--- config.mk ---
export PLATFORM = sky130hd
export DESIGN_NAME = bus_control_sequencer
export DESIGN_NICKNAME = d
export VERILOG_FILES = /design/src/rtl/ctrl_pkg.sv /design/src/rtl/reg_select_decoder.sv /design/src/rtl/bus_control_sequencer.sv
export SDC_FILE = /design/constraint.sdc
export NUM_CORES = 1
export LEC_CHECK = 0
export BUFFER_PORTS_ARGS = -buffer_cell sky130_fd_sc_hd__clkbuf_2
export CAP_MARGIN = 25
export CORE_MARGIN = 5
export CORE_UTILIZATION = 50
export CTS_CLUSTER_SIZE = 8
export DETAILED_ROUTE_END_ITERATION = 10
export GPL_TIMING_DRIVEN = 0
export HOLD_SLACK_MARGIN = 0.06
export PLACE_DENSITY = 0.82
export SYNTH_ARGS = -nofsm -noshare
export SYNTH_HDL_FRONTEND = slang
export SYNTH_SLANG_ARGS = --single-unit
--- constraint.sdc ---
create_clock -name clk -period 5.9 [get_ports clk]
set_input_delay 0.59 -clock clk [delete_from_list [all_inputs] [get_ports clk]]
set_output_delay 0.59 -clock clk [all_outputs]
set_load 0.02 [all_outputs]
--- src/rtl/ctrl_pkg.sv ---
// Shared encodings for the bus control sequencer: opcodes, ALU codes, FSM states,
// instruction classes, IR field positions and the strobe bundle.
package ctrl_pkg;

    localparam int SEL_W = 4;

    localparam logic [4:0] OP_LD   = 5'h00;
    localparam logic [4:0] OP_ST   = 5'h01;
    localparam logic [4:0] OP_ADD  = 5'h02;
    localparam logic [4:0] OP_SUB  = 5'h03;
    localparam logic [4:0] OP_AND  = 5'h04;
    localparam logic [4:0] OP_OR   = 5'h05;
    localparam logic [4:0] OP_SHL  = 5'h06;
    localparam logic [4:0] OP_SHR  = 5'h07;
    localparam logic [4:0] OP_ROL  = 5'h08;
    localparam logic [4:0] OP_ROR  = 5'h09;
    localparam logic [4:0] OP_ADDI = 5'h0A;
    localparam logic [4:0] OP_ANDI = 5'h0B;
    localparam logic [4:0] OP_ORI  = 5'h0C;
    localparam logic [4:0] OP_MUL  = 5'h0D;
    localparam logic [4:0] OP_DIV  = 5'h0E;
    localparam logic [4:0] OP_NEG  = 5'h0F;
    localparam logic [4:0] OP_NOT  = 5'h10;
    localparam logic [4:0] OP_MFHI = 5'h11;
    localparam logic [4:0] OP_MFLO = 5'h12;
    localparam logic [4:0] OP_NOP  = 5'h13;
    localparam logic [4:0] OP_HALT = 5'h14;

    localparam logic [3:0] ALU_NOP = 4'h0;
    localparam logic [3:0] ALU_ADD = 4'h1;
    localparam logic [3:0] ALU_SUB = 4'h2;
    localparam logic [3:0] ALU_AND = 4'h3;
    localparam logic [3:0] ALU_OR  = 4'h4;
    localparam logic [3:0] ALU_SHL = 4'h5;
    localparam logic [3:0] ALU_SHR = 4'h6;
    localparam logic [3:0] ALU_ROL = 4'h7;
    localparam logic [3:0] ALU_ROR = 4'h8;
    localparam logic [3:0] ALU_MUL = 4'h9;
    localparam logic [3:0] ALU_DIV = 4'hA;
    localparam logic [3:0] ALU_NEG = 4'hB;
    localparam logic [3:0] ALU_NOT = 4'hC;

    localparam int OP_MSB = 31;
    localparam int OP_LSB = 27;
    localparam int RA_MSB = 26;
    localparam int RA_LSB = 23;
    localparam int RB_MSB = 22;
    localparam int RB_LSB = 19;
    localparam int RC_MSB = 18;
    localparam int RC_LSB = 15;

    // S_BOOT is the post-reset T0 slot where stop is sampled before any fetch strobe.
    typedef enum logic [3:0] {
        S_T0   = 4'd0, S_T1 = 4'd1, S_T2 = 4'd2, S_T3 = 4'd3,
        S_T4   = 4'd4, S_T5 = 4'd5, S_T6 = 4'd6, S_T7 = 4'd7,
        S_BOOT = 4'd8, S_HALT = 4'd9
    } state_t;

    typedef enum logic [3:0] {
        CL_ALU  = 4'd0, CL_IMM  = 4'd1, CL_UNARY = 4'd2, CL_MULDIV = 4'd3,
        CL_MFHI = 4'd4, CL_MFLO = 4'd5, CL_LD    = 4'd6, CL_ST     = 4'd7,
        CL_NOP  = 4'd8, CL_HALT = 4'd9, CL_ILL   = 4'd10
    } cls_t;

    typedef struct packed {
        logic       pc_out;
        logic       pc_in;
        logic       inc_pc;
        logic       ir_in;
        logic       mar_in;
        logic       mdr_in;
        logic       mdr_out;
        logic       y_in;
        logic       z_in;
        logic       zlow_out;
        logic       zhigh_out;
        logic       hi_in;
        logic       hi_out;
        logic       lo_in;
        logic       lo_out;
        logic       c_out;
        logic       read;
        logic       write;
        logic [3:0] control;
    } ctrl_t;

    function automatic cls_t op_class(input logic [4:0] op);
        cls_t cls;
        case (op)
            OP_ADD, OP_SUB, OP_AND, OP_OR,
            OP_SHL, OP_SHR, OP_ROL, OP_ROR: cls = CL_ALU;
            OP_ADDI, OP_ANDI, OP_ORI:       cls = CL_IMM;
            OP_NEG, OP_NOT:                 cls = CL_UNARY;
            OP_MUL, OP_DIV:                 cls = CL_MULDIV;
            OP_MFHI:                        cls = CL_MFHI;
            OP_MFLO:                        cls = CL_MFLO;
            OP_LD:                          cls = CL_LD;
            OP_ST:                          cls = CL_ST;
            OP_NOP:                         cls = CL_NOP;
            OP_HALT:                        cls = CL_HALT;
            default:                        cls = CL_ILL;
        endcase
        return cls;
    endfunction

    function automatic logic [3:0] alu_code(input logic [4:0] op);
        logic [3:0] code;
        case (op)
            OP_ADD, OP_ADDI, OP_LD, OP_ST: code = ALU_ADD;
            OP_SUB:                        code = ALU_SUB;
            OP_AND, OP_ANDI:               code = ALU_AND;
            OP_OR, OP_ORI:                 code = ALU_OR;
            OP_SHL:                        code = ALU_SHL;
            OP_SHR:                        code = ALU_SHR;
            OP_ROL:                        code = ALU_ROL;
            OP_ROR:                        code = ALU_ROR;
            OP_MUL:                        code = ALU_MUL;
            OP_DIV:                        code = ALU_DIV;
            OP_NEG:                        code = ALU_NEG;
            OP_NOT:                        code = ALU_NOT;
            default:                       code = ALU_NOP;
        endcase
        return code;
    endfunction

endpackage

--- src/rtl/reg_select_decoder.sv ---
// Turns a 4-bit register field plus enable into a one-hot register select (all zero when idle).
module reg_select_decoder
    import ctrl_pkg::*;
#(
    parameter int NREGS = 16
) (
    input  logic [SEL_W-1:0] sel,
    input  logic             en,
    output logic [NREGS-1:0] onehot
);

    // One-hot decode; out-of-range selects yield no strobe rather than aliasing.
    always_comb begin
        onehot = {NREGS{1'b0}};
        if (en && (int'(sel) < NREGS)) begin
            onehot[sel] = 1'b1;
        end else begin
            onehot = {NREGS{1'b0}};
        end
    end

endmodule

--- src/rtl/bus_control_sequencer.sv ---
// Hardwired fetch (T0-T2) / execute (T3-T7) sequencer for the single-bus datapath.
// Build option ILLEGAL_TRAP_EN: undefined opcodes halt and set a sticky illegal flag.
module bus_control_sequencer
    import ctrl_pkg::*;
#(
    parameter int MULDIV_CYCLES = 4,
    parameter int NREGS         = 16
) (
    input  logic             clk,
    input  logic             reset,
    input  logic [31:0]      ir,
    input  logic             mem_ready,
    input  logic             stop,
    output logic [NREGS-1:0] Rin,
    output logic [NREGS-1:0] Rout,
    output logic             PCout,
    output logic             PCin,
    output logic             IncPc,
    output logic             IRin,
    output logic             MARin,
    output logic             MDRin,
    output logic             MDRout,
    output logic             Yin,
    output logic             Zin,
    output logic             Zlowout,
    output logic             Zhighout,
    output logic             HIin,
    output logic             HIout,
    output logic             LOin,
    output logic             LOout,
    output logic             Cout,
    output logic [3:0]       control,
    output logic             read,
    output logic             write,
    output logic             run,
    output logic             illegal,
    output logic [2:0]       tstate
);

    localparam int CW = (MULDIV_CYCLES > 1) ? $clog2(MULDIV_CYCLES) : 1;
    localparam logic [CW-1:0] CNT_INIT = CW'(MULDIV_CYCLES - 1);

    state_t           state_q, state_d, entry_s;
    logic [CW-1:0]    cnt_q, cnt_d;
    logic [4:0]       op_s;
    cls_t             cls_s;
    ctrl_t            ctrl_s, ctrl_d, ctrl_q;
    logic [NREGS-1:0] rin_d, rin_q, rout_d, rout_q;
    logic [NREGS-1:0] ra_oh_s, rb_oh_s, rc_oh_s;
    logic             ra_in_en_s, ra_out_en_s, rb_out_en_s, rc_out_en_s;
    logic             run_d, run_q;
    logic [2:0]       tstate_d, tstate_q;
    logic             unused_ir_s;
`ifdef ILLEGAL_TRAP_EN
    logic             illegal_d, illegal_q;
`endif

    assign op_s        = ir[OP_MSB:OP_LSB];
    assign cls_s       = op_class(op_s);
    assign entry_s     = stop ? S_HALT : S_T0;
    assign unused_ir_s = ^ir[RC_LSB-1:0];

    // Next-state, mul/div hold counter and sticky illegal flag.
    always_comb begin
        state_d = state_q;
`ifdef ILLEGAL_TRAP_EN
        illegal_d = illegal_q;
`endif
        case (state_q)
            S_BOOT: state_d = entry_s;
            S_T0:   state_d = S_T1;
            S_T1:   state_d = mem_ready ? S_T2 : S_T1;
            S_T2:   state_d = (cls_s == CL_UNARY) ? S_T4 : S_T3;
            S_T3: begin
                case (cls_s)
                    CL_NOP, CL_MFHI, CL_MFLO: state_d = entry_s;
                    CL_HALT:                  state_d = S_HALT;
                    CL_ILL: begin
`ifdef ILLEGAL_TRAP_EN
                        state_d   = S_HALT;
                        illegal_d = 1'b1;
`else
                        state_d = entry_s;
`endif
                    end
                    default: state_d = S_T4;
                endcase
            end
            S_T4: state_d = (cls_s == CL_MULDIV && cnt_q != {CW{1'b0}}) ? S_T4 : S_T5;
            S_T5: begin
                case (cls_s)
                    CL_MULDIV, CL_LD, CL_ST: state_d = S_T6;
                    default:                 state_d = entry_s;
                endcase
            end
            S_T6: begin
                case (cls_s)
                    CL_LD:   state_d = mem_ready ? S_T7 : S_T6;
                    CL_ST:   state_d = S_T7;
                    default: state_d = entry_s;
                endcase
            end
            S_T7: begin
                case (cls_s)
                    CL_ST:   state_d = mem_ready ? entry_s : S_T7;
                    default: state_d = entry_s;
                endcase
            end
            S_HALT:  state_d = S_HALT;
            default: state_d = S_HALT;
        endcase

        if (state_q == S_T4) begin
            cnt_d = cnt_q - CW'(1);
        end else begin
            cnt_d = CNT_INIT;
        end
    end

    // Strobe decode of the step being entered, so the registered outputs line up with state_q.
    always_comb begin
        ctrl_s         = '0;
        ctrl_s.control = ALU_NOP;
        ra_in_en_s     = 1'b0;
        ra_out_en_s    = 1'b0;
        rb_out_en_s    = 1'b0;
        rc_out_en_s    = 1'b0;
        case (state_d)
            S_T0: begin
                ctrl_s.pc_out = 1'b1;
                ctrl_s.mar_in = 1'b1;
                ctrl_s.inc_pc = 1'b1;
                ctrl_s.z_in   = 1'b1;
            end
            S_T1: begin
                ctrl_s.zlow_out = 1'b1;
                ctrl_s.pc_in    = 1'b1;
                ctrl_s.read     = 1'b1;
                ctrl_s.mdr_in   = 1'b1;
            end
            S_T2: begin
                ctrl_s.mdr_out = 1'b1;
                ctrl_s.ir_in   = 1'b1;
            end
            S_T3: begin
                case (cls_s)
                    CL_ALU, CL_IMM, CL_LD, CL_ST: begin
                        rb_out_en_s = 1'b1;
                        ctrl_s.y_in = 1'b1;
                    end
                    CL_MULDIV: begin
                        ra_out_en_s = 1'b1;
                        ctrl_s.y_in = 1'b1;
                    end
                    CL_MFHI: begin
                        ctrl_s.hi_out = 1'b1;
                        ra_in_en_s    = 1'b1;
                    end
                    CL_MFLO: begin
                        ctrl_s.lo_out = 1'b1;
                        ra_in_en_s    = 1'b1;
                    end
                    default: ctrl_s.y_in = 1'b0;
                endcase
            end
            S_T4: begin
                ctrl_s.z_in    = 1'b1;
                ctrl_s.control = alu_code(op_s);
                case (cls_s)
                    CL_ALU:               rc_out_en_s  = 1'b1;
                    CL_IMM, CL_LD, CL_ST: ctrl_s.c_out = 1'b1;
                    CL_UNARY, CL_MULDIV:  rb_out_en_s  = 1'b1;
                    default:              ctrl_s.z_in  = 1'b0;
                endcase
            end
            S_T5: begin
                ctrl_s.zlow_out = 1'b1;
                case (cls_s)
                    CL_MULDIV:    ctrl_s.lo_in  = 1'b1;
                    CL_LD, CL_ST: ctrl_s.mar_in = 1'b1;
                    default:      ra_in_en_s    = 1'b1;
                endcase
            end
            S_T6: begin
                case (cls_s)
                    CL_MULDIV: begin
                        ctrl_s.zhigh_out = 1'b1;
                        ctrl_s.hi_in     = 1'b1;
                    end
                    CL_LD: begin
                        ctrl_s.read   = 1'b1;
                        ctrl_s.mdr_in = 1'b1;
                    end
                    CL_ST: begin
                        ra_out_en_s   = 1'b1;
                        ctrl_s.mdr_in = 1'b1;
                    end
                    default: ctrl_s.mdr_in = 1'b0;
                endcase
            end
            S_T7: begin
                case (cls_s)
                    CL_LD: begin
                        ctrl_s.mdr_out = 1'b1;
                        ra_in_en_s     = 1'b1;
                    end
                    CL_ST:   ctrl_s.write = 1'b1;
                    default: ctrl_s.write = 1'b0;
                endcase
            end
            default: ctrl_s.z_in = 1'b0;
        endcase
    end

    reg_select_decoder #(.NREGS(NREGS)) u_ra_dec (
        .sel    (ir[RA_MSB:RA_LSB]),
        .en     (ra_in_en_s | ra_out_en_s),
        .onehot (ra_oh_s)
    );

    reg_select_decoder #(.NREGS(NREGS)) u_rb_dec (
        .sel    (ir[RB_MSB:RB_LSB]),
        .en     (rb_out_en_s),
        .onehot (rb_oh_s)
    );

    reg_select_decoder #(.NREGS(NREGS)) u_rc_dec (
        .sel    (ir[RC_MSB:RC_LSB]),
        .en     (rc_out_en_s),
        .onehot (rc_oh_s)
    );

    // Merge the register selects and derive run/tstate for the step being entered.
    always_comb begin
        ctrl_d = ctrl_s;
        rin_d  = ra_in_en_s  ? ra_oh_s : {NREGS{1'b0}};
        rout_d = ra_out_en_s ? ra_oh_s : (rb_oh_s | rc_oh_s);
        run_d  = (state_d != S_HALT);
        if (state_d == S_HALT || state_d == S_BOOT) begin
            tstate_d = 3'd0;
        end else begin
            tstate_d = state_d[2:0];
        end
    end

    // Sequencer state and registered control outputs.
    always_ff @(posedge clk or negedge reset) begin
        if (!reset) begin
            state_q        <= S_BOOT;
            cnt_q          <= CNT_INIT;
            ctrl_q         <= '0;
            ctrl_q.control <= ALU_NOP;
            rin_q          <= {NREGS{1'b0}};
            rout_q         <= {NREGS{1'b0}};
            run_q          <= 1'b1;
            tstate_q       <= 3'd0;
`ifdef ILLEGAL_TRAP_EN
            illegal_q      <= 1'b0;
`endif
        end else begin
            state_q        <= state_d;
            cnt_q          <= cnt_d;
            ctrl_q         <= ctrl_d;
            rin_q          <= rin_d;
            rout_q         <= rout_d;
            run_q          <= run_d;
            tstate_q       <= tstate_d;
`ifdef ILLEGAL_TRAP_EN
            illegal_q      <= illegal_d;
`endif
        end
    end

    assign Rin      = rin_q;
    assign Rout     = rout_q;
    assign PCout    = ctrl_q.pc_out;
    assign PCin     = ctrl_q.pc_in;
    assign IncPc    = ctrl_q.inc_pc;
    assign IRin     = ctrl_q.ir_in;
    assign MARin    = ctrl_q.mar_in;
    assign MDRin    = ctrl_q.mdr_in;
    assign MDRout   = ctrl_q.mdr_out;
    assign Yin      = ctrl_q.y_in;
    assign Zin      = ctrl_q.z_in;
    assign Zlowout  = ctrl_q.zlow_out;
    assign Zhighout = ctrl_q.zhigh_out;
    assign HIin     = ctrl_q.hi_in;
    assign HIout    = ctrl_q.hi_out;
    assign LOin     = ctrl_q.lo_in;
    assign LOout    = ctrl_q.lo_out;
    assign Cout     = ctrl_q.c_out;
    assign control  = ctrl_q.control;
    assign read     = ctrl_q.read;
    assign write    = ctrl_q.write;
    assign run      = run_q;
    assign tstate   = tstate_q;
`ifdef ILLEGAL_TRAP_EN
    assign illegal  = illegal_q;
`else
    assign illegal  = 1'b0;
`endif

endmodule
==> results of run 1 <==
[report_power, final]
part,switching [mW],leakage [nW],internal [mW]
logic,0.297,0.976,0.146
clock network,0.184,0.0776,0.152
registers,0.0160,0.833,0.486
[metrics by stage]
stage	total power, mW	hold WS [ns]	area (µm²)	util (%)	instances
finish	1.281	0.2476	4025	62.67	523
global route	1.345	0.3056	4025	62.67	523
CTS	1.281	0.2698	4025	62.67	523
detailed placement	0.9497	0.4374	3852	59.98	507
global placement	0.9346	0.4300	3832	59.67	506
floorplan	0.8131	0.2944	3356	-	353
[logic make-up (layout without fill, tap and decap cells)]
group,count (synthesis),after routing,share of synthesized area [%]
flip-flops,62,62,46.38
buffers and inverters,31,124,4.474
adder cells (fa/ha/maj),7,7,2.610
AO/OA/AOI/OAI,88,88,19.99
multiplexers,1,1,0.2983
AND/OR/NAND/NOR,163,163,26.14
other,1,1,0.1117
[worst paths after layout]
kind / start / end / cells past startpoint
worst max-delay path: ir[28] / Rin[7] / 12
worst min-delay path: reset / control[1] / 1
worst max register to register: state_q[3] / Rin[7] / 9
worst min register to register: cnt_q[0] / cnt_q[0] / 1
max in group asynchronous: reset / state_q[3] / 2
min in group clk: cnt_q[0] / cnt_q[0] / 1
[synthesized netlist by cell type, types with 5 or more instances]
| cell type | n |
|---|---|
| a22oi_1 | 8 |
| dfrtp_1 | 58 |
| a32oi_1 | 5 |
| o21ai_0 | 13 |
| clkbuf_1 | 7 |
| nand2_1 | 28 |
| or2_2 | 5 |
| nand3_1 | 8 |
| buf_2 | 6 |
| and2_1 | 5 |
| nor4_1 | 5 |
| a21oi_1 | 14 |
| inv_1 | 10 |
| o31ai_1 | 12 |
| nor2b_1 | 14 |
| nor3_1 | 25 |
| ha_1 | 7 |
| nor2_1 | 27 |
| nand4_1 | 6 |
| nand2b_1 | 21 |
[layer usage]
metal,share of wire (%),up-vias,track usage (%)
met5,0,-,0
met4,1.4,0,7.550
met3,6.9,13,4.828
met2,45,132,31.69
met1,47,1457,31.17
li1,-,1471,-
[area by class of cell]
cell class	count	area (µm²)	area share, %
timing repair buffer	77	400.4	9.947
buffer	21	112.6	2.798
clock buffer	9	123.9	3.077
multi-input combinational	260	1649	40.97
tap	77	96.34	2.394
clock inverter	7	48.80	1.212
sequential	62	1556	38.67
inverter	10	37.54	0.9325
[registers in the layout, summed over array words and instances, names as in the netlist, 2 cells and up]
signal	flops
Rin	16
Rout	16
cnt_q	2
control	4
state_q	4
tstate	3
[critical path, cell delays in order]
cell and delay, ns:
clkbuf_2 0.17, inv_1 0.11, ha_1 0.37, and4b_1 0.26
o21ai_0 0.68, a311o_1 0.27, nor2_1 0.06, nor4_2 0.57
o21ai_0 0.23, a21oi_2 0.31, buf_2 0.28, nor3_1 0.08
==> results by group, run 1 <==
Route
  • Drt first pass iters: 5
  • Via-per-instance ratio: just under 6
  • Routed Wire Length: ~9.0 mm
  • Via Count: approximately 3100
  • Starting DRT DRC Count: roughly 310
  • Final ANT Viol Nets: 0
  • Avg WL per Cell: about 17 µm
  • Residual DRC: 0

Synthesis
  • Sequential area share after synthesis: 46.38%
  • Synth Cell Area: around 3400 µm²
  • Synth cell types: 64
  • Asr flop ratio synth: 100.0%
  • Area share of the largest cell type after synthesis: between 40% and 50%
  • Post-synth top area cell: dfrtp_1
  • Yosys warnings: 0
  • Synth Register Bits: 62
  • Most used DFF post-synth: dfrtp_1
  • Post-synthesis cell count: roughly 350
  • Post-synth EDFFs: 0
  • Syn_nets: between 300 and 400
  • Top post-synthesis cells by area: dfrtp_1, nand2b_1, nor3_1, dfstp_2, nand2_1
  • Syn Area/Cell: roughly 9.5 µm²

GRT
  • GRT overflow: 0
  • Vias in the first global route: between 2000 and 3000
  • First-pass GRT wire length: approximately 15 mm
  • Antenna violations before repair: 0
  • GRT Total Usage: between 20% and 30%
  • Largest net degree at the start of global routing: 40

Die
  • Ports: between 90 and 100
  • Die width: between 90 and 100 µm
  • Die Y: ~90 µm
  • Std-Cell Core Area: 6422 µm²
  • Die area: between 8000 and 9000 µm²
  • Row cnt: 29
  • Starting density of the core: 52.25%

STA
  • Clock skew: 0.01030 ns
  • Minimum clock period: approximately 3.8 ns
  • Unrepaired setup endpoints after global routing: false
  • Setup ws final: between 2 and 2.5 ns
  • Final setup vio count: 0
  • Peak Freq: roughly 270 MHz
  • TNS Setup: 0 ns
  • Pins Over Slew Limit: 0
  • Period Utilization, post-route: approximately 64%
  • Max-slew headroom: about two fifths
  • Worst Tran Pin Value: between 0.8 and 0.9 ns
  • Hold violation count in the final report: 0

Placed design
  • Final HPWL DP: approximately 6.6 mm
  • Port-buffer cells: 76
  • GPL Wtd Cong: between 0.8 and 0.9
  • Dpl ws: between 1.5 and 2 ns

Clock tree
  • TritonCTS clock tree: yes
  • Clock Path Buffers: 2
  • Cts-stage hold buffer count: 0
  • Clock sinks: 62
  • Postcts setup bufs: 0
  • CTS H-tree depth: 3
  • Root buffer cell: clkbuf_8
  • Clock latency on the worst-skew pair: 0.35 ns
  • Post-cts gate resize count: 0
  • Worst-path clk slew: 0.07 ns
  • CTS Buf Count: 9

Pwr
  • Peak supply drop: 131.8 µV
  • Leakage: ~1.9 nW
  • Total power divided by cell area: approximately 320 nW/µm²

Flow run
  • Max-cap violation count: 0

Final layout
  • Diode count: 0
  • Total of fill cells in the finished design: 563
  • Layout cells sized above 1: between 20% and 30%
  • Area grow syn2layout: 19.95%
  • Most frequent cells in the layout: clkbuf_2, dfrtp_1, nand2_1
  • Commonest non-fill, non-tap cell in the layout: clkbuf_2
  • # nets final: a little under 500

Setup path
  • Arr. time, crit path: approximately 4.0 ns
  • Setup crit end kind: register
  • Worst EP required: ~6.1 ns
  • Worst setup SP type: primary input
  • WS Path Type: in2reg
  • Worst Path Max Fanout: 10
  • Worst reg2reg setup slack: 2.77 ns

Min path
  • Worst min path class: in2async

Run status
  • Status: completed
Note: power is estimated with default switching activity, not from simulation.
==> run 2: changes to the inputs <==
==> constraint.sdc (replaced) <==
create_clock -name clk -period 3.7 [get_ports clk]
set_input_delay 0.37 -clock clk [delete_from_list [all_inputs] [get_ports clk]]
set_output_delay 0.37 -clock clk [all_outputs]
set_load 0.02 [all_outputs]
==> run 2 against run 1 <==
  * Clock power up 59%
  * Total power up 59%
  * Via count up 0.59%
  * Largest cell class unchanged
  * Largest power group unchanged
==> results by group, run 2 (same netlist as run 1, synthesis figures left out) <==
Run status
  • Status: completed

Die
  • Row cnt: 29
  • Std-Cell Core Area: between 6000 and 7000 µm²
  • Die Y: 91.93 µm
  • Die area: 8450 µm²
  • Die width: slightly above 90 µm
  • Ports: between 90 and 100
  • Starting density of the core: between 50% and 60%

Setup path
  • Worst path max stage delay: 0.57 ns
  • Setup crit end kind: register
  • WS Path Type: in2reg
  • Worst reg2reg setup slack: 0.55 ns
  • CP cell instances: clkbuf_2 -> inv_1 -> ha_1 -> and4b_1 -> o21ai_1 -> a311o_1 -> nor2_1 -> nor4_2 -> o21ai_0 -> a21oi_2 -> buf_2 -> nor3_1
  • Arr. time, crit path: about 3.5 ns
  • Worst EP required: around 3.9 ns
  • Worst setup SP type: primary input
  • Bufs and invs on worst path: 3
  • Worst Path Max Fanout: 10
  • Crit-path slowest cell: nor4_2
  • Crit path max-delay family: compound AO/OA/AOI/OAI gates

Route
  • Drt first pass iters: 5
  • Via Count: slightly above 3000
  • Residual DRC: 0
  • Starting DRT DRC Count: about 320
  • Avg WL per Cell: 17.14 µm
  • Final ANT Viol Nets: 0
  • Via-per-instance ratio: between 5 and 6
  • Routed Wire Length: between 8 and 9 mm

GRT
  • Met1 Usage GRT: between 30% and 40%
  • M2 GR Usage: 31.81%
  • Most Crowded Layer GR: met2
  • Largest net degree at the start of global routing: 40
  • GRT overflow: 0
  • GRT Total Usage: between 20% and 30%
  • GRT met3 Usage: about 4.8%
  • Vias in the first global route: 2973
  • Antenna violations before repair: 0
  • First-pass GRT wire length: about 15 mm

Clock tree
  • Postcts setup bufs: 0
  • Clock Path Buffers: 2
  • Clock latency on the worst-skew pair: roughly 0.35 ns
  • Clock sinks: 62
  • CTS Buf Count: 9
  • CTS H-tree depth: 3
  • Worst-path clk slew: around 0.080 ns
  • TritonCTS clock tree: yes
  • Root buffer cell: clkbuf_8

STA
  • Hold violation count in the final report: 0
  • Final setup vio count: 0
  • Peak Freq: ~300 MHz
  • Minimum clock period: roughly 3.3 ns
  • Pins Over Slew Limit: 0
  • Period Utilization, post-route: about nine tenths
  • Setup ws final: between 0.3 and 0.4 ns
  • TNS Setup: 0 ns
  • Fin Hold WS: roughly 0.36 ns
  • Max-slew headroom: around 38%
  • Worst Tran Pin Value: 0.9290 ns
  • Unrepaired setup endpoints after global routing: false
  • Clock skew: 0.01088 ns

Placed design
  • GPL Wtd Cong: roughly 0.90
  • Port-buffer cells: 76
  • Dpl ws: -0.1660 ns
  • Final HPWL DP: 6.649 mm
  • Placed cell count: around 500

Final layout
  • Layout cells sized above 1: between 20% and 30%
  • # nets final: ~490
  • Final core utilization: a little over three fifths
  • Footprint of the multi-input gates: 1649 µm²
  • Total of fill cells in the finished design: about 560
  • Final Non-Filler Cells: 524
  • Most frequent cells in the layout: clkbuf_2, dfrtp_1, nand2_1
  • Area grow syn2layout: 20.25%
  • Reg area: between 1500 and 2000 µm²
  • Commonest non-fill, non-tap cell in the layout: clkbuf_2
  • Diode count: 0

Min path
  • Worst min path class: in2reg

Pwr
  • Total power divided by cell area: 505.6 nW/µm²
  • Peak supply drop: approximately 210 µV
  • Leakage: 1.891 nW

Flow run
  • Max-cap violation count: 0
[run 2: changes by cell type in the layout (fill, tap and decap cells not counted), sizes merged]
cell,previous run,this run
dlygate4sd3,0,1
[run 2: stage by stage]
step / power [mW] / area [µm²]
2_1_floorplan: 1.297 / 3356
3_3_place_gp: 1.490 / 3832
3_5_place_dp: 1.514 / 3852
4_1_cts: 2.044 / 4035
5_1_grt: 2.145 / 4035
6_report: 2.040 / 4035
[run 2: worst register-to-register path, cell delays in order, from the launching register on]
cell and delay, ns:
dfstp_2 0.52, clkbuf_1 0.36, nand2b_1 0.28, nor3_1 0.19, a21boi_2 0.23, nor4_2 0.54, o21ai_0 0.23, a21oi_2 0.31
buf_2 0.28, nor3_1 0.07
[run 2: worst paths after layout]
check                           start    endpoint  cells after the start
min reg2reg                  cnt_q[0]    cnt_q[0]                      1
min in group asynchronous       reset  control[1]                      2
max                            ir[28]      Rin[7]                     12
min                            ir[26]     Rin[14]                      3
max in group asynchronous       reset         run                      3
max reg2reg                state_q[3]      Rin[7]                      9
[run 2: final cells by class]
type | instances | share of cell area (%)
timing repair buffer | 78 | 10.17
clock inverter | 7 | 1.209
tap | 77 | 2.388
buffer | 21 | 2.791
sequential | 62 | 38.57
inverter | 10 | 0.9302
clock buffer | 9 | 3.070
multi-input combinational | 260 | 40.87
[run 2: per-layer routing]
layer  part of all wire (%)  wire length, µm  vias to the layer above
met2                     45             4058                      142
met1                     46             4112                     1460
met3                    7.7              693                       13
met4                    1.3              114                        0
met5                      0                0                        -
li1                       -                -                     1476
[run 2: timing repair]
item,4_1_cts,5_1_grt
setup endpoints to repair,0,10
hold endpoints to repair,21,0
hold buffers,1,0
resized for setup,0,1
[run 2: power by group]
group / total, mW / switching (mW) / internal [mW]
logic: 0.708 / 0.474 / 0.234
clock network: 0.531 / 0.289 / 0.242
registers: 0.801 / 0.0252 / 0.775
==> run 3: changes to the inputs <==
--- a/config.mk
+++ b/config.mk
@@ -5,6 +5,7 @@
 export SDC_FILE = /design/constraint.sdc
 export NUM_CORES = 1
 export LEC_CHECK = 0
+export ABC_AREA = 1
 export BUFFER_PORTS_ARGS = -buffer_cell sky130_fd_sc_hd__clkbuf_2
 export CAP_MARGIN = 25
 export CORE_MARGIN = 5
@@ -13,7 +14,7 @@
 export DETAILED_ROUTE_END_ITERATION = 10
 export GPL_TIMING_DRIVEN = 0
 export HOLD_SLACK_MARGIN = 0.06
-export PLACE_DENSITY = 0.82
+export PLACE_DENSITY = 0.81
 export SYNTH_ARGS = -nofsm -noshare
 export SYNTH_HDL_FRONTEND = slang
 export SYNTH_SLANG_ARGS = --single-unit
==> run 3 against run 2 <==
  * Clock skew is 0.0011 ns lower
  * Total power rose by 8.8%
  * Critical endpoint is now Rout[8]
  * Setup slack gained 0.76 ns
  * Critical path depth increased by 8
  * Final cell count rose by 24%
  * Critical path type unchanged
==> results by group, run 3 <==
Run status
  • Status: completed

Placed design
  • Placed Area: around 4100 µm²
  • Port-buffer cells: between 70 and 80
  • GPL Wtd Cong: between 0.9 and 1
  • Final HPWL DP: 6.464 mm

Route
  • Drt first pass iters: 6
  • Final ANT Viol Nets: 0
  • Via Count: around 3200
  • Avg WL per Cell: between 10 and 15 µm
  • Starting DRT DRC Count: between 150 and 200
  • Via-per-instance ratio: approximately 4.9
  • Routed Wire Length: between 8 and 9 mm
  • Residual DRC: 0

Setup path
  • Arr. time, crit path: roughly 2.8 ns
  • Worst Path Max Fanout: 10
  • Setup crit end kind: register
  • CP cell instances: clkbuf_2 -> inv_1 -> ha_1 -> inv_1 -> nor2_1 -> nand2_2 -> nand2_1 -> nand2_2 -> nor2_4 -> nand3_1 -> nand3_1 -> nand2_2 -> nor2_4 -> nand3_2 -> nor2_2 -> buf_4 -> nand4_1 -> nand3_1 -> nand2_1 -> inv_1
  • WS Path Type: in2reg
  • Crit-path slowest cell: ha_1
  • Worst setup SP type: primary input
  • Worst EP required: around 4.0 ns
  • Worst path max stage delay: roughly 0.34 ns

GRT
  • First-pass GRT wire length: 13.21 mm
  • Antenna violations before repair: 0
  • Largest net degree at the start of global routing: 63
  • Vias in the first global route: 2954
  • GRT overflow: 0
  • GRT Total Usage: 18.79%

Clock tree
  • Clock latency on the worst-skew pair: 0.34 ns
  • CTS Buf Count: 9
  • Root buffer cell: clkbuf_8
  • Clock Path Buffers: 2
  • Cts-stage hold buffer count: 0
  • Post-cts gate resize count: 0
  • CTS H-tree depth: 3
  • Postcts setup bufs: 0
  • Clock sinks: 62
  • TritonCTS clock tree: yes
  • Worst-path clk slew: about 0.07 ns

Synthesis
  • Most numerous cell in the Yosys netlist: nand2_1
  • Xor and xnor area share after synthesis: 0%
  • Synth Area in Adders: under 10%
  • Area share of the largest cell type after synthesis: roughly two fifths
  • Synth Area in Simple Gates: around 37%
  • Synth Register Bits: 62
  • Syn_nets: ~500
  • Multiplexer share of the synthesized area: 0%
  • Top post-synthesis cells by area: dfrtp_1, nand2_1, inv_1, nand3_1, nor2_1
  • Largest family of logic cells by synthesized area: simple AND/OR/NAND/NOR gates
  • Yosys warnings: 0
  • Post-synth top area cell: dfrtp_1
  • Compound-Gate Fraction of Synth Area: 3.933%
  • Post-synth top cells: nand2_1, inv_1, dfrtp_1, nand3_1, nor2_1
  • Post-synthesis cell count: between 400 and 500
  • Synth cell types: 38
  • Synth Cell Area: 3595 µm²
  • Syn Area/Cell: 7.832 µm²
  • Asr flop ratio synth: 100.0%
  • Sequential area share after synthesis: ~43%
  • Post-synth EDFFs: 0
  • Most used DFF post-synth: dfrtp_1

Pwr
  • Peak supply drop: 197.1 µV
  • Leakage: around 2.6 nW
  • Total power divided by cell area: just over 500 nW/µm²

STA
  • TNS Setup: 0 ns
  • Period Utilization, post-route: between 60% and 70%
  • Hold violation count in the final report: 0
  • Clock skew: about 0.01 ns
  • Pins Over Slew Limit: 0
  • Final setup vio count: 0
  • Max-slew headroom: a little under half
  • Worst Tran Pin Value: around 0.80 ns
  • Unrepaired setup endpoints after global routing: false
  • Minimum clock period: approximately 2.5 ns
  • Peak Freq: between 300 and 400 MHz

Final layout
  • Total of fill cells in the finished design: roughly 680
  • Layout cells sized above 1: 28.36%
  • Area grow syn2layout: 20.08%
  • Cell area after layout: 4317 µm²
  • # nets final: around 590
  • Reg area: 1556 µm²
  • Diode count: 0
  • Commonest non-fill, non-tap cell in the layout: nand2_1
  • Footprint of the multi-input gates: around 1600 µm²
  • Most frequent cells in the layout: nand2_1, inv_1, clkbuf_2

Die
  • Row cnt: 31
  • Die width: between 90 and 100 µm
  • Ports: between 90 and 100
  • Die area: approximately 9000 µm²
  • Std-Cell Core Area: between 7000 and 8000 µm²
  • Starting density of the core: 50.37%
  • Die Y: approximately 95 µm

Min path
  • Worst min path class: in2async

Flow run
  • Max-cap violation count: 0
==> run 3: cell types whose count changed in the layout (fill, tap and decap cells not counted), sizes merged, moves of 8 or more <==
cell and delta:
nand2b -21, inv +81, nand2 +72, o31ai -12
nor2b -14, nand3 +56, nor3 -16, a22oi -8
clkbuf -8, nand4 +13, nor2 +34, a21oi -10
==> run 3: layout make-up <==
| class | instances | share of cell area (%) |
|---|---|---|
| multi-input combinational | 293 | 36.61 |
| clock inverter | 7 | 2.232 |
| clock buffer | 9 | 2.870 |
| tap | 99 | 2.870 |
| buffer | 11 | 2.348 |
| timing repair buffer | 75 | 8.754 |
| sequential | 62 | 36.06 |
| inverter | 93 | 8.261 |
==> run 3: critical path: cells and delay by family <==
| kind | cells | cell delay [ns] |
|---|---|---|
| fa+ha+maj | 1 | 0.34 |
| simple gates | 14 | 1.48 |
| buf+inv | 5 | 0.60 |
==> run 3: power breakdown <==
group	leakage, nW	switching, mW	internal [mW]
registers	0.833	0.0425	0.781
clock network	0.102	0.276	0.380
logic	1.67	0.515	0.225
total	2.60	0.833	1.39
==> run 3: logic make-up (layout without fill, tap and decap cells) <==
family	count (synthesis)	in the layout
AND/OR/NAND/NOR	261	261
buffers and inverters	104	195
flip-flops	62	62
AO/OA/AOI/OAI	24	24
adder cells (fa/ha/maj)	7	7
other	1	1
==> run 3: metrics by stage <==
step                power (mW)  hold WS [ns]  std cells  util [%]  setup slack (ns)
global placement         1.553        0.4361        633     57.36            0.9184
global route             2.355        0.2199        649     60.48            0.9079
CTS                      2.230        0.1713        649     60.48             1.173
detailed placement       1.575        0.4413        633     57.40            0.8424
finish                   2.219        0.1402        649     60.48             1.152
floorplan                1.367       0.07441        459         -             1.359
==> run 3: worst paths after layout <==
check / from / end / slack (ns) / cells past startpoint
hold reg to reg: cnt_q[0] / cnt_q[0] / 0.46 / 1
setup reg to reg: state_q[2] / Rout[8] / 1.41 / 14
setup / recovery: ir[28] / Rout[8] / 1.15 / 20
min in group clk: ir[31] / control[0] / 0.28 / 2
hold / removal: reset / LOout / 0.14 / 1
max in group asynchronous: reset / Rout[8] / 3.04 / 1
==> run 3: metal layers <==
metal / global-route usage (%) / part of all wire [%] / vias up
met5: 0 / 0 / -
li1: - / - / 1610
met2: 31.47 / 48 / 117
met1: 23.49 / 43 / 1425
met3: 5.259 / 7.5 / 11
met4: 5.889 / 1.1 / 0
